**src/rtl/reg_file_2r1w_pkg.sv**
```systemverilog
// Shared types and constants for the 2-read/1-write register file.
package reg_file_pkg;

  typedef enum logic {
    IDLE  = 1'b0,
    CLEAR = 1'b1
  } clear_state_e;

  localparam int unsigned NUM_READ_PORTS = 2;

  // Wide enough for any sane DATA_WIDTH; users slice the low bits.
  localparam logic [255:0] RESET_DATA = '0;

endpackage

```
**src/rtl/reg_file_2r1w_if.sv**
```systemverilog
// Bus bundle for reg_file_2r1w: write port, two read ports, clear control/status.
interface reg_file_2r1w_if #(
  parameter int DATA_WIDTH = 8,
  parameter int ADDR_WIDTH = 3
);
  logic                  write_enable;
  logic [ADDR_WIDTH-1:0] write_addr;
  logic [DATA_WIDTH-1:0] write_data;
  logic                  read_enable_1;
  logic [ADDR_WIDTH-1:0] read_addr_1;
  logic [DATA_WIDTH-1:0] read_data_1;
  logic                  read_enable_2;
  logic [ADDR_WIDTH-1:0] read_addr_2;
  logic [DATA_WIDTH-1:0] read_data_2;
  logic                  clear_req;
  logic                  clear_busy;
  logic                  clear_done;
  logic                  wr_drop;

  modport master (
    output write_enable, write_addr, write_data,
    output read_enable_1, read_addr_1, read_enable_2, read_addr_2,
    output clear_req,
    input  read_data_1, read_data_2, clear_busy, clear_done, wr_drop
  );

  modport slave (
    input  write_enable, write_addr, write_data,
    input  read_enable_1, read_addr_1, read_enable_2, read_addr_2,
    input  clear_req,
    output read_data_1, read_data_2, clear_busy, clear_done, wr_drop
  );
endinterface

```
**src/rtl/reg_file_2r1w_read_port.sv**
```systemverilog
// One combinational read port: enable gating, range check, zero-entry mask, write bypass.
module reg_file_read_port
  import reg_file_pkg::*;
#(
  parameter int DATA_WIDTH = 8,
  parameter int DEPTH      = 8,
  parameter int ADDR_WIDTH = $clog2(DEPTH),
  parameter int ZERO_REG   = 0
) (
  input  logic                             read_enable,
  input  logic [ADDR_WIDTH-1:0]            read_addr,
  input  logic [DEPTH-1:0][DATA_WIDTH-1:0] mem,
  input  logic                             byp_valid,
  input  logic [ADDR_WIDTH-1:0]            byp_addr,
  input  logic [DATA_WIDTH-1:0]            byp_data,
  output logic [DATA_WIDTH-1:0]            read_data
);
  localparam logic [ADDR_WIDTH:0]   DEPTH_X = (ADDR_WIDTH+1)'(DEPTH);
  localparam logic [DATA_WIDTH-1:0] ZERO    = RESET_DATA[DATA_WIDTH-1:0];

  logic                  in_range;
  logic                  masked;
  logic [DATA_WIDTH-1:0] stored;

  assign in_range = ({1'b0, read_addr} < DEPTH_X);
  assign masked   = (ZERO_REG != 0) && (read_addr == '0);

  always_comb begin
    stored = ZERO;
    for (int i = 0; i < DEPTH; i++)
      if (read_addr == ADDR_WIDTH'(i)) stored = mem[i];
  end

  // byp_valid already implies a legal, IDLE-state write, so matching the address is enough.
  always_comb begin
    read_data = ZERO;
    if (read_enable && in_range && !masked) begin
      if (byp_valid && (byp_addr == read_addr)) read_data = byp_data;
      else                                      read_data = stored;
    end
  end
endmodule

```
**src/rtl/reg_file_2r1w.sv**
```systemverilog
// DEPTH x DATA_WIDTH register file: 2 combinational reads, 1 sync write, sequenced bulk clear.
module reg_file_2r1w
  import reg_file_pkg::*;
#(
  parameter int DATA_WIDTH = 8,
  parameter int DEPTH      = 8,
  parameter int ADDR_WIDTH = $clog2(DEPTH),
  parameter int ZERO_REG   = 0
) (
  input logic           clk,
  input logic           reset,
  reg_file_2r1w_if.slave bus
);
  localparam logic [ADDR_WIDTH:0]   DEPTH_X  = (ADDR_WIDTH+1)'(DEPTH);
  localparam logic [ADDR_WIDTH-1:0] LAST_IDX = ADDR_WIDTH'(DEPTH-1);
  localparam logic [DATA_WIDTH-1:0] ZERO     = RESET_DATA[DATA_WIDTH-1:0];

  logic [DEPTH-1:0][DATA_WIDTH-1:0] mem;
  clear_state_e                     state, state_nxt;
  logic [ADDR_WIDTH-1:0]            idx, idx_nxt;
  logic                             busy_q, busy_nxt;
  logic                             done_q, done_nxt;
  logic                             drop_q, drop_nxt;
  logic                             wr_in_range, wr_legal, wr_commit;

  assign wr_in_range = ({1'b0, bus.write_addr} < DEPTH_X);
  assign wr_legal    = wr_in_range && !((ZERO_REG != 0) && (bus.write_addr == '0));
  assign wr_commit   = bus.write_enable && wr_legal && (state == IDLE);
  // A write to the hardwired zero entry is silently absorbed, not reported.
  assign drop_nxt    = bus.write_enable && (!wr_in_range || (state == CLEAR));

  always_comb begin
    state_nxt = state;
    idx_nxt   = idx;
    busy_nxt  = 1'b0;
    done_nxt  = 1'b0;
    case (state)
      IDLE: begin
        if (bus.clear_req) begin
          state_nxt = CLEAR;
          busy_nxt  = 1'b1;
        end
      end
      CLEAR: begin
        if (idx == LAST_IDX) begin
          state_nxt = IDLE;
          idx_nxt   = '0;
          done_nxt  = 1'b1;
        end else begin
          idx_nxt  = idx + ADDR_WIDTH'(1);
          busy_nxt = 1'b1;
        end
      end
    endcase
  end

  always_ff @(posedge clk or posedge reset) begin
    if (reset) begin
      state  <= IDLE;
      idx    <= '0;
      busy_q <= 1'b0;
      done_q <= 1'b0;
      drop_q <= 1'b0;
    end else begin
      state  <= state_nxt;
      idx    <= idx_nxt;
      busy_q <= busy_nxt;
      done_q <= done_nxt;
      drop_q <= drop_nxt;
    end
  end

  // Sweep and write never collide: writes only commit in IDLE.
  always_ff @(posedge clk or posedge reset) begin
    if (reset) begin
      for (int i = 0; i < DEPTH; i++) mem[i] <= ZERO;
    end else begin
      for (int i = 0; i < DEPTH; i++) begin
        if ((state == CLEAR) && (idx == ADDR_WIDTH'(i)))
          mem[i] <= ZERO;
        else if (wr_commit && (bus.write_addr == ADDR_WIDTH'(i)))
          mem[i] <= bus.write_data;
      end
    end
  end

  logic [NUM_READ_PORTS-1:0]                 rd_en;
  logic [NUM_READ_PORTS-1:0][ADDR_WIDTH-1:0] rd_addr;
  logic [NUM_READ_PORTS-1:0][DATA_WIDTH-1:0] rd_data;

  assign rd_en   = {bus.read_enable_2, bus.read_enable_1};
  assign rd_addr = {bus.read_addr_2, bus.read_addr_1};

  for (genvar p = 0; p < NUM_READ_PORTS; p++) begin : g_rd
    reg_file_read_port #(
      .DATA_WIDTH(DATA_WIDTH),
      .DEPTH     (DEPTH),
      .ADDR_WIDTH(ADDR_WIDTH),
      .ZERO_REG  (ZERO_REG)
    ) u_rd (
      .read_enable(rd_en[p]),
      .read_addr  (rd_addr[p]),
      .mem        (mem),
      .byp_valid  (wr_commit),
      .byp_addr   (bus.write_addr),
      .byp_data   (bus.write_data),
      .read_data  (rd_data[p])
    );
  end

  assign bus.read_data_1 = rd_data[0];
  assign bus.read_data_2 = rd_data[1];
  assign bus.clear_busy  = busy_q;
  assign bus.clear_done  = done_q;
  assign bus.wr_drop     = drop_q;
endmodule

```
**src/flat_wrapper.sv**
```systemverilog
// flat-port wrapper written by rule: the top's interface ports become plain ports
module reg_file_2r1w_flat import reg_file_pkg::*;
#(
  parameter int DATA_WIDTH = 8,
  parameter int DEPTH      = 8,
  parameter int ADDR_WIDTH = $clog2(DEPTH),
  parameter int ZERO_REG   = 0
)
  (clk, reset, bus_write_enable, bus_write_addr, bus_write_data, bus_read_enable_1, bus_read_addr_1, bus_read_enable_2, bus_read_addr_2, bus_clear_req, bus_read_data_1, bus_read_data_2, bus_clear_busy, bus_clear_done, bus_wr_drop);
  reg_file_2r1w_if #(.DATA_WIDTH(DATA_WIDTH), .ADDR_WIDTH(ADDR_WIDTH)) bus_i ();
  input logic clk;
  input logic reset;
  input wire logic [$bits(bus_i.write_enable)-1:0] bus_write_enable;
  input wire logic [$bits(bus_i.write_addr)-1:0] bus_write_addr;
  input wire logic [$bits(bus_i.write_data)-1:0] bus_write_data;
  input wire logic [$bits(bus_i.read_enable_1)-1:0] bus_read_enable_1;
  input wire logic [$bits(bus_i.read_addr_1)-1:0] bus_read_addr_1;
  input wire logic [$bits(bus_i.read_enable_2)-1:0] bus_read_enable_2;
  input wire logic [$bits(bus_i.read_addr_2)-1:0] bus_read_addr_2;
  input wire logic [$bits(bus_i.clear_req)-1:0] bus_clear_req;
  output wire logic [$bits(bus_i.read_data_1)-1:0] bus_read_data_1;
  output wire logic [$bits(bus_i.read_data_2)-1:0] bus_read_data_2;
  output wire logic [$bits(bus_i.clear_busy)-1:0] bus_clear_busy;
  output wire logic [$bits(bus_i.clear_done)-1:0] bus_clear_done;
  output wire logic [$bits(bus_i.wr_drop)-1:0] bus_wr_drop;
  assign bus_i.write_enable = bus_write_enable;
  assign bus_i.write_addr = bus_write_addr;
  assign bus_i.write_data = bus_write_data;
  assign bus_i.read_enable_1 = bus_read_enable_1;
  assign bus_i.read_addr_1 = bus_read_addr_1;
  assign bus_i.read_enable_2 = bus_read_enable_2;
  assign bus_i.read_addr_2 = bus_read_addr_2;
  assign bus_i.clear_req = bus_clear_req;
  assign bus_read_data_1 = bus_i.read_data_1;
  assign bus_read_data_2 = bus_i.read_data_2;
  assign bus_clear_busy = bus_i.clear_busy;
  assign bus_clear_done = bus_i.clear_done;
  assign bus_wr_drop = bus_i.wr_drop;
  reg_file_2r1w #(.DATA_WIDTH(DATA_WIDTH), .DEPTH(DEPTH), .ADDR_WIDTH(ADDR_WIDTH), .ZERO_REG(ZERO_REG)) u_core (.clk(clk), .reset(reset), .bus(bus_i));
endmodule
```
**config.mk**
```make
export PLATFORM = sky130hd
export DESIGN_NAME = reg_file_2r1w_flat
export DESIGN_NICKNAME = d
export VERILOG_FILES = /design/src/rtl/reg_file_2r1w_pkg.sv /design/src/rtl/reg_file_2r1w_if.sv /design/src/rtl/reg_file_2r1w_read_port.sv /design/src/rtl/reg_file_2r1w.sv /design/src/flat_wrapper.sv
export SDC_FILE = /design/constraint.sdc
export NUM_CORES = 1
export LEC_CHECK = 0
export CORE_MARGIN = 3
export CORE_UTILIZATION = 60
export DETAILED_ROUTE_END_ITERATION = 8
export GPL_ROUTABILITY_DRIVEN = 0
export PLACE_DENSITY = 0.8
export SYNTH_ARGS = -nofsm -noshare
export SYNTH_HDL_FRONTEND = slang
export SYNTH_SLANG_ARGS = --single-unit
```
**constraint.sdc**
```tcl
create_clock -name clk -period 4.1 [get_ports clk]
set_clock_uncertainty 0.15 [all_clocks]
set_input_delay 0.41 -clock clk [delete_from_list [all_inputs] [get_ports clk]]
set_output_delay 0.41 -clock clk [all_outputs]
set_load 0.005 [all_outputs]
```
==> results.toml, run 1 <==
[outcome]
status = "completed"

[logic_synthesis]
syn_nets = 580
synth_cell_types = 47
ys_ff_latch = 70
yosys.area.top_type = "dfrtp_1"
synth_top_area_share = 0.389
synthArstFlopShare = 1.00
synth-edff-count = 0
synthCells = 551
syn_area_um2 = 4510
synth_ff_type = "dfrtp_1"
synth.avg_cell_area_um2 = 8.18
ys_seq_area_frac = 0.389
synthTopCellsByArea = "dfrtp_1 (39%), nand2_1 (11%), o21ai_0 (10%)"
yosys_warnings = 0

[power]
p_int_w = 0.00172
peakVddDrop_mv = 0.375
switchingPower_w = 0.00109
power_density_nw_per_um2 = 551
power_frac_comb = 0.322
clkPwrFrac = 0.224
power_leakage_nw = 2.11
p_seq_frac = 0.454
netSwitchingFraction = 0.388

[die]
die_w_um = 92.7
coreArea_um2 = 7020
ios = 42
rows = 30
dieHeight_um = 92.7
floorplan.initialDensity = 0.642
die_area_um2 = 8590

[sta]
fin_crit_sh = 0.884
fmax_mhz = 276
rsz0062_at_grt = "false"
setup_viol = 0
whs_ns = 0.352
fin_crit_ns = 3.62
drv_slew = 0
slew_headroom = 0.276
setup_tns_ns = 0
hold_viol = 0
worst-slew-pin-transition_ns = 1.08

[layout]
final_layout_size_suffix_gt1_frac = 0.0854
regArea_um2 = 1750
multi_input_area_um2 = 2460
antenna_cells = 0
final_nets = 598
fillers = 576
areaGrowthSynthToFinish_pct = 13.4

[critical_path]
cp_max_fo = 17
reg2reg_to = "u_core.mem[28]$_DFFE_PP0P_"
r2r-start = "u_core.state$_DFF_PP0_"
r2r_slack_ns = 1.66
crit_start = "bus_read_addr_2[1]"
reg2reg_depth = 5
endpoint = "bus_read_data_2[3]"
cp-start-kind = "input port"
crit_arrival_ns = 3.06
end_kind = "output port"
path_class = "in2out"
critical_path_required_ns = 3.54

[global_route]
overflow = 0
first_global_vias = 4177
grt_max_degree = 37
antenna_found_initial = 0
grt_pass1_wl_um = 21700
track_usage = 0.325

[clocking]
clock_sinks = 70
h-tree-depth = 3
cts_buffers = 9
hold_buffers = 0
clk_path_buf_depth = 2
path_clk_slew_ns = 0.08
clk_latency_ns = 0.35
cts_tree = "yes"
cts_resized = 0
postCtsSetupRepairBufs = 0
cts_root_buffer = "clkbuf_8"

[drt]
wire_per_inst_um = 19.6
vias = 4343
dr.first_iter.drc_count = 487
drc_errors = 0
ant_nets = 0
wirelength_um = 13100
dr.pass1.iters = 5
routed_via_density = 6.48

[place]
hpwl_um = 9680
portBuffers = 41

[job]
drv_cap = 0

[hold_path]
worstHoldPathType = "in2async"
layout make-up:
class,count,area share
Clock buffer,10,0.0250
Clock inverter,6,0.0184
Inverter,13,0.00955
Multi-Input combinational cell,421,0.481
Sequential cell,70,0.343
Tap cell,96,0.0235
Timing Repair Buffer,54,0.0994
cells in the mapped netlist (all sizes together), types with 3 or more instances:
cell,n
a21oi,27
nor2b,7
nor2,25
nand2b,7
o211ai,9
dfrtp,70
o21ai,94
clkbuf,14
mux2i,30
nand4,4
and3,3
xnor2,6
a221oi,4
nor3,3
inv,13
and2,4
nand3,19
nand2,136
ha,6
a22o,7
buf,33
mux4,5
o221a,4
placed cells by master (no fill, tap or decap), types with 2 or more instances in the layout:
cell / synthesis / layout
o21ai_0: 93 / 93
a2bb2oi_1: 2 / 2
nor4b_4: 2 / 2
mux4_2: 5 / 5
inv_1: 13 / 12
mux2i_1: 30 / 30
buf_4: 7 / 13
o211ai_1: 9 / 9
a21oi_1: 27 / 27
clkdlybuf4s50_1: 0 / 41
ha_1: 6 / 6
bufinv_16: 0 / 2
a31oi_1: 2 / 2
nor2b_1: 7 / 7
o22ai_1: 2 / 2
nor3_2: 2 / 2
xnor2_1: 6 / 6
a22o_1: 7 / 7
nor2_1: 25 / 25
nand4_1: 4 / 4
nand3_1: 19 / 19
o221a_2: 4 / 4
dfrtp_1: 70 / 70
inv_6: 0 / 2
nor3b_2: 2 / 2
nand2b_1: 6 / 6
and3_1: 3 / 3
a221oi_1: 4 / 4
nand2_1: 135 / 135
clkbuf_8: 0 / 9
and2_1: 4 / 4
worst min-delay path by stage:
stage	slack, ns	endpoint	depth (start not counted)	startpoint
5_1_grt	0.42	u_core.mem[18]$_DFFE_PP0P_	2	reset
3_5_place_dp	0.40	u_core.mem[0]$_DFFE_PP0P_	2	u_core.mem[0]$_DFFE_PP0P_
4_1_cts	0.37	u_core.mem[26]$_DFFE_PP0P_	2	reset
2_1_floorplan	0.35	u_core.mem[52]$_DFFE_PP0P_	2	u_core.mem[52]$_DFFE_PP0P_
6_report	0.35	u_core.mem[26]$_DFFE_PP0P_	2	reset
3_3_place_gp	0.37	u_core.mem[52]$_DFFE_PP0P_	2	u_core.mem[52]$_DFFE_PP0P_
registers in the layout, summed over array words and instances, names as in the netlist:
| name | cells |
|---|---|
| u_core.state | 1 |
| u_core.idx | 3 |
| u_core.mem | 64 |
| u_core.bus.wr_drop | 1 |
| u_core.bus.clear_done | 1 |
worst max-delay path: stages:
cell and delay (ns):
clkdlybuf4s50_1 0.81, nor2b_1 0.62, a21oi_1 0.20, o221a_2 0.29, o21ai_0 0.19, clkdlybuf4s50_1 0.53
power groups by stage:
stage	clock network [W]	logic, W	registers [W]
floorplan	0	0.000648	0.00113
global placement	0	0.000857	0.00126
detailed placement	0	0.000893	0.00127
CTS	0.000638	0.000899	0.00126
global route	0.000663	0.00102	0.00130
finish	0.000631	0.000906	0.00128
logic make-up after synthesis:
group,after synthesis,synth area share
simple gates,215,0.221
flops,70,0.389
buf+inv,60,0.0655
mux,36,0.0941
compound gates,158,0.203
xor+xnor,6,0.0117
fa+ha+maj,6,0.0167
metrics by stage:
stage | worst slack (ns) | utilization | cells | area, um2 | power, W
final | 0.476 | 0.728 | 670 | 5110 | 0.00281
after global routing | 0.286 | 0.728 | 670 | 5110 | 0.00298
after CTS | 0.562 | 0.728 | 670 | 5110 | 0.00279
after detailed placement | 0.557 | 0.696 | 654 | 4890 | 0.00216
after global placement | 0.672 | 0.696 | 654 | 4890 | 0.00212
after floorplan | 1.77 | - | 551 | 4510 | 0.00178
metal layers:
| layer | track usage | part of all wire | vias up |
|---|---|---|---|
| met5 | 0 | 0 | - |
| met4 | 0.172 | 0.051 | 0 |
| met3 | 0.0731 | 0.097 | 67 |
| met2 | 0.492 | 0.45 | 256 |
| met1 | 0.437 | 0.41 | 2080 |
| li1 | - | - | 1940 |
Note: power is estimated with default switching activity, not from simulation.
==> run 2, diff against run 1 <==
--- a/config.mk
+++ b/config.mk
@@ -6,10 +6,11 @@
 export NUM_CORES = 1
 export LEC_CHECK = 0
 export CORE_MARGIN = 3
-export CORE_UTILIZATION = 60
+export CORE_UTILIZATION = 45
 export DETAILED_ROUTE_END_ITERATION = 8
 export GPL_ROUTABILITY_DRIVEN = 0
-export PLACE_DENSITY = 0.8
+export HOLD_SLACK_MARGIN = 0.15
+export PLACE_DENSITY = 0.62
 export SYNTH_ARGS = -nofsm -noshare
 export SYNTH_HDL_FRONTEND = slang
 export SYNTH_SLANG_ARGS = --single-unit
==> run 2 against run 1 <==
Compared with the run above: non-clock buffer count is 2 lower; worst hold slack better by 0.039 ns; final cell count is 4.6% higher; critical path depth stayed put; sequential share of layout area is 0.35 points lower; clock power is 12% higher; sequential cell count stayed put; core utilization is 18 points lower; fmax is 5.1% higher; first-iteration DRC count is 9.7% higher; largest cell class unchanged; largest power group unchanged.
==> results.toml, run 2 (same netlist as run 1, synthesis figures left out) <==
[die]
die_area_um2 = 11300
coreArea_um2 = 9500
rows = 35
dieHeight_um = 106
die_w_um = 106
floorplan.initialDensity = 0.474
ios = 42

[layout]
areaGrowthSynthToFinish_pct = 14.5
top_regs = "u_core.mem (64), u_core.idx (3)"
antenna_cells = 0
top_register = "u_core.mem"
largest_reg_flops = 64
final_cell_area_um2 = 5160
final_nets = 596
final_common_cell = "nand2_1"
final_layout_size_suffix_gt1_frac = 0.0822
mostFrequentLayoutCells = "nand2_1 (135), o21ai_0 (93), dfrtp_1 (70), clkdlybuf4s50_1 (41), mux2i_1 (30)"

[clocking]
postCtsSetupRepairBufs = 0
h-tree-depth = 3
hold_buffers = 0
cts_root_buffer = "clkbuf_8"
cts_tree = "yes"
clk_path_buf_depth = 2
cts_resized = 0
clk_latency_ns = 0.35
clock_sinks = 70
path_clk_slew_ns = 0.07
cts_buffers = 9

[drt]
wirelength_um = 14500
dr.pass1.iters = 7
vias = 4212
routed_via_density = 6.01
ant_nets = 0
drc_errors = 0
dr.first_iter.drc_count = 534
wire_per_inst_um = 20.7

[sta]
setup_tns_ns = 0
slew_headroom = 0.351
worst-slew-pin-transition_ns = 0.972
setup_viol = 0
rsz0062_at_grt = "false"
fin_crit_sh = 0.841
fmax_mhz = 290
hold_viol = 0
drv_slew = 0
fin_crit_ns = 3.45

[global_route]
track_usage = 0.260
antenna_found_initial = 0
met3_usage = 0.0413
grt_use_met2 = 0.382
grt_max_degree = 47
first_global_vias = 3754
grt_pass1_wl_um = 22200
busiest_layer = "met1"
overflow = 0
met1_usage = 0.387

[critical_path]
reg2reg_to = "u_core.mem[44]$_DFFE_PP0P_"
reg2reg_depth = 4
path_class = "in2out"
r2r_slack_ns = 1.66
endpoint = "bus_read_data_2[4]"
end_kind = "output port"
r2r-start = "u_core.state$_DFF_PP0_"
critical_path_required_ns = 3.54
crit_start = "bus_read_addr_2[1]"
crit_arrival_ns = 2.89
cp-start-kind = "input port"
cp_max_fo = 15

[power]
power_leakage_nw = 2.11
power_density_nw_per_um2 = 564
peakVddDrop_mv = 0.346

[outcome]
status = "completed"

[place]
hpwl_um = 10400
portBuffers = 41
placed_cell_area_um2 = 4910

[hold_path]
worstHoldPathType = "reg2reg"

[job]
drv_cap = 0
run 2: changes by cell type in the layout (fill, tap and decap cells not counted), sizes merged:
| cell | previous run | this run |
|---|---|---|
| clkbuf | 10 | 11 |
| inv | 15 | 13 |
| buf | 13 | 11 |
| bufinv | 2 | 3 |
run 2: worst min path at each step:
| stage | from | end | slack [ns] | cells past startpoint |
|---|---|---|---|---|
| 5_1_grt | u_core.mem[52]$_DFFE_PP0P_ | u_core.mem[52]$_DFFE_PP0P_ | 0.42 | 2 |
| 2_1_floorplan | u_core.mem[52]$_DFFE_PP0P_ | u_core.mem[52]$_DFFE_PP0P_ | 0.35 | 2 |
| 3_3_place_gp | u_core.mem[52]$_DFFE_PP0P_ | u_core.mem[52]$_DFFE_PP0P_ | 0.37 | 2 |
| 3_5_place_dp | u_core.mem[52]$_DFFE_PP0P_ | u_core.mem[52]$_DFFE_PP0P_ | 0.38 | 2 |
| 6_report | u_core.mem[52]$_DFFE_PP0P_ | u_core.mem[52]$_DFFE_PP0P_ | 0.39 | 2 |
| 4_1_cts | u_core.mem[52]$_DFFE_PP0P_ | u_core.mem[52]$_DFFE_PP0P_ | 0.39 | 2 |
run 2: per-layer routing:
metal | vias to the layer above | share of wire
met5 | - | 0
met2 | 232 | 0.43
met3 | 55 | 0.086
met1 | 1993 | 0.44
met4 | 0 | 0.040
li1 | 1932 | -
run 2: stage by stage:
| step | power [W] | hold WS (ns) | cells | setup slack, ns | util |
|---|---|---|---|---|---|
| 6_report | 0.00291 | 0.391 | 701 | 0.650 | 0.543 |
| 2_1_floorplan | 0.00178 | 0.353 | 551 | 1.77 | - |
| 4_1_cts | 0.00289 | 0.393 | 701 | 0.702 | 0.543 |
| 3_3_place_gp | 0.00216 | 0.368 | 685 | 0.763 | 0.517 |
| 3_5_place_dp | 0.00218 | 0.382 | 685 | 0.711 | 0.517 |
| 5_1_grt | 0.00307 | 0.419 | 701 | 0.410 | 0.543 |
run 2: final cells by class:
class | count | area, um2
Clock buffer | 11 | 141
Clock inverter | 5 | 106
Fill cell | 924 | 4340
Inverter | 13 | 48.8
Multi-Input combinational cell | 421 | 2460
Sequential cell | 70 | 1750
Tap cell | 129 | 161
Timing Repair Buffer | 52 | 493
run 2: where the power goes:
part / internal (W) / total [W] / switching (W)
clock: 0.000422 / 0.000709 / 0.000286
sequential: 0.000961 / 0.00130 / 0.000339
combinational: 0.000412 / 0.000903 / 0.000490
run 2: critical path: stages:
cell and delay, ns:
clkdlybuf4s50_1 0.74, nor2b_1 0.55, a21oi_1 0.14, o221a_2 0.29, o21ai_0 0.21, clkdlybuf4s50_1 0.54
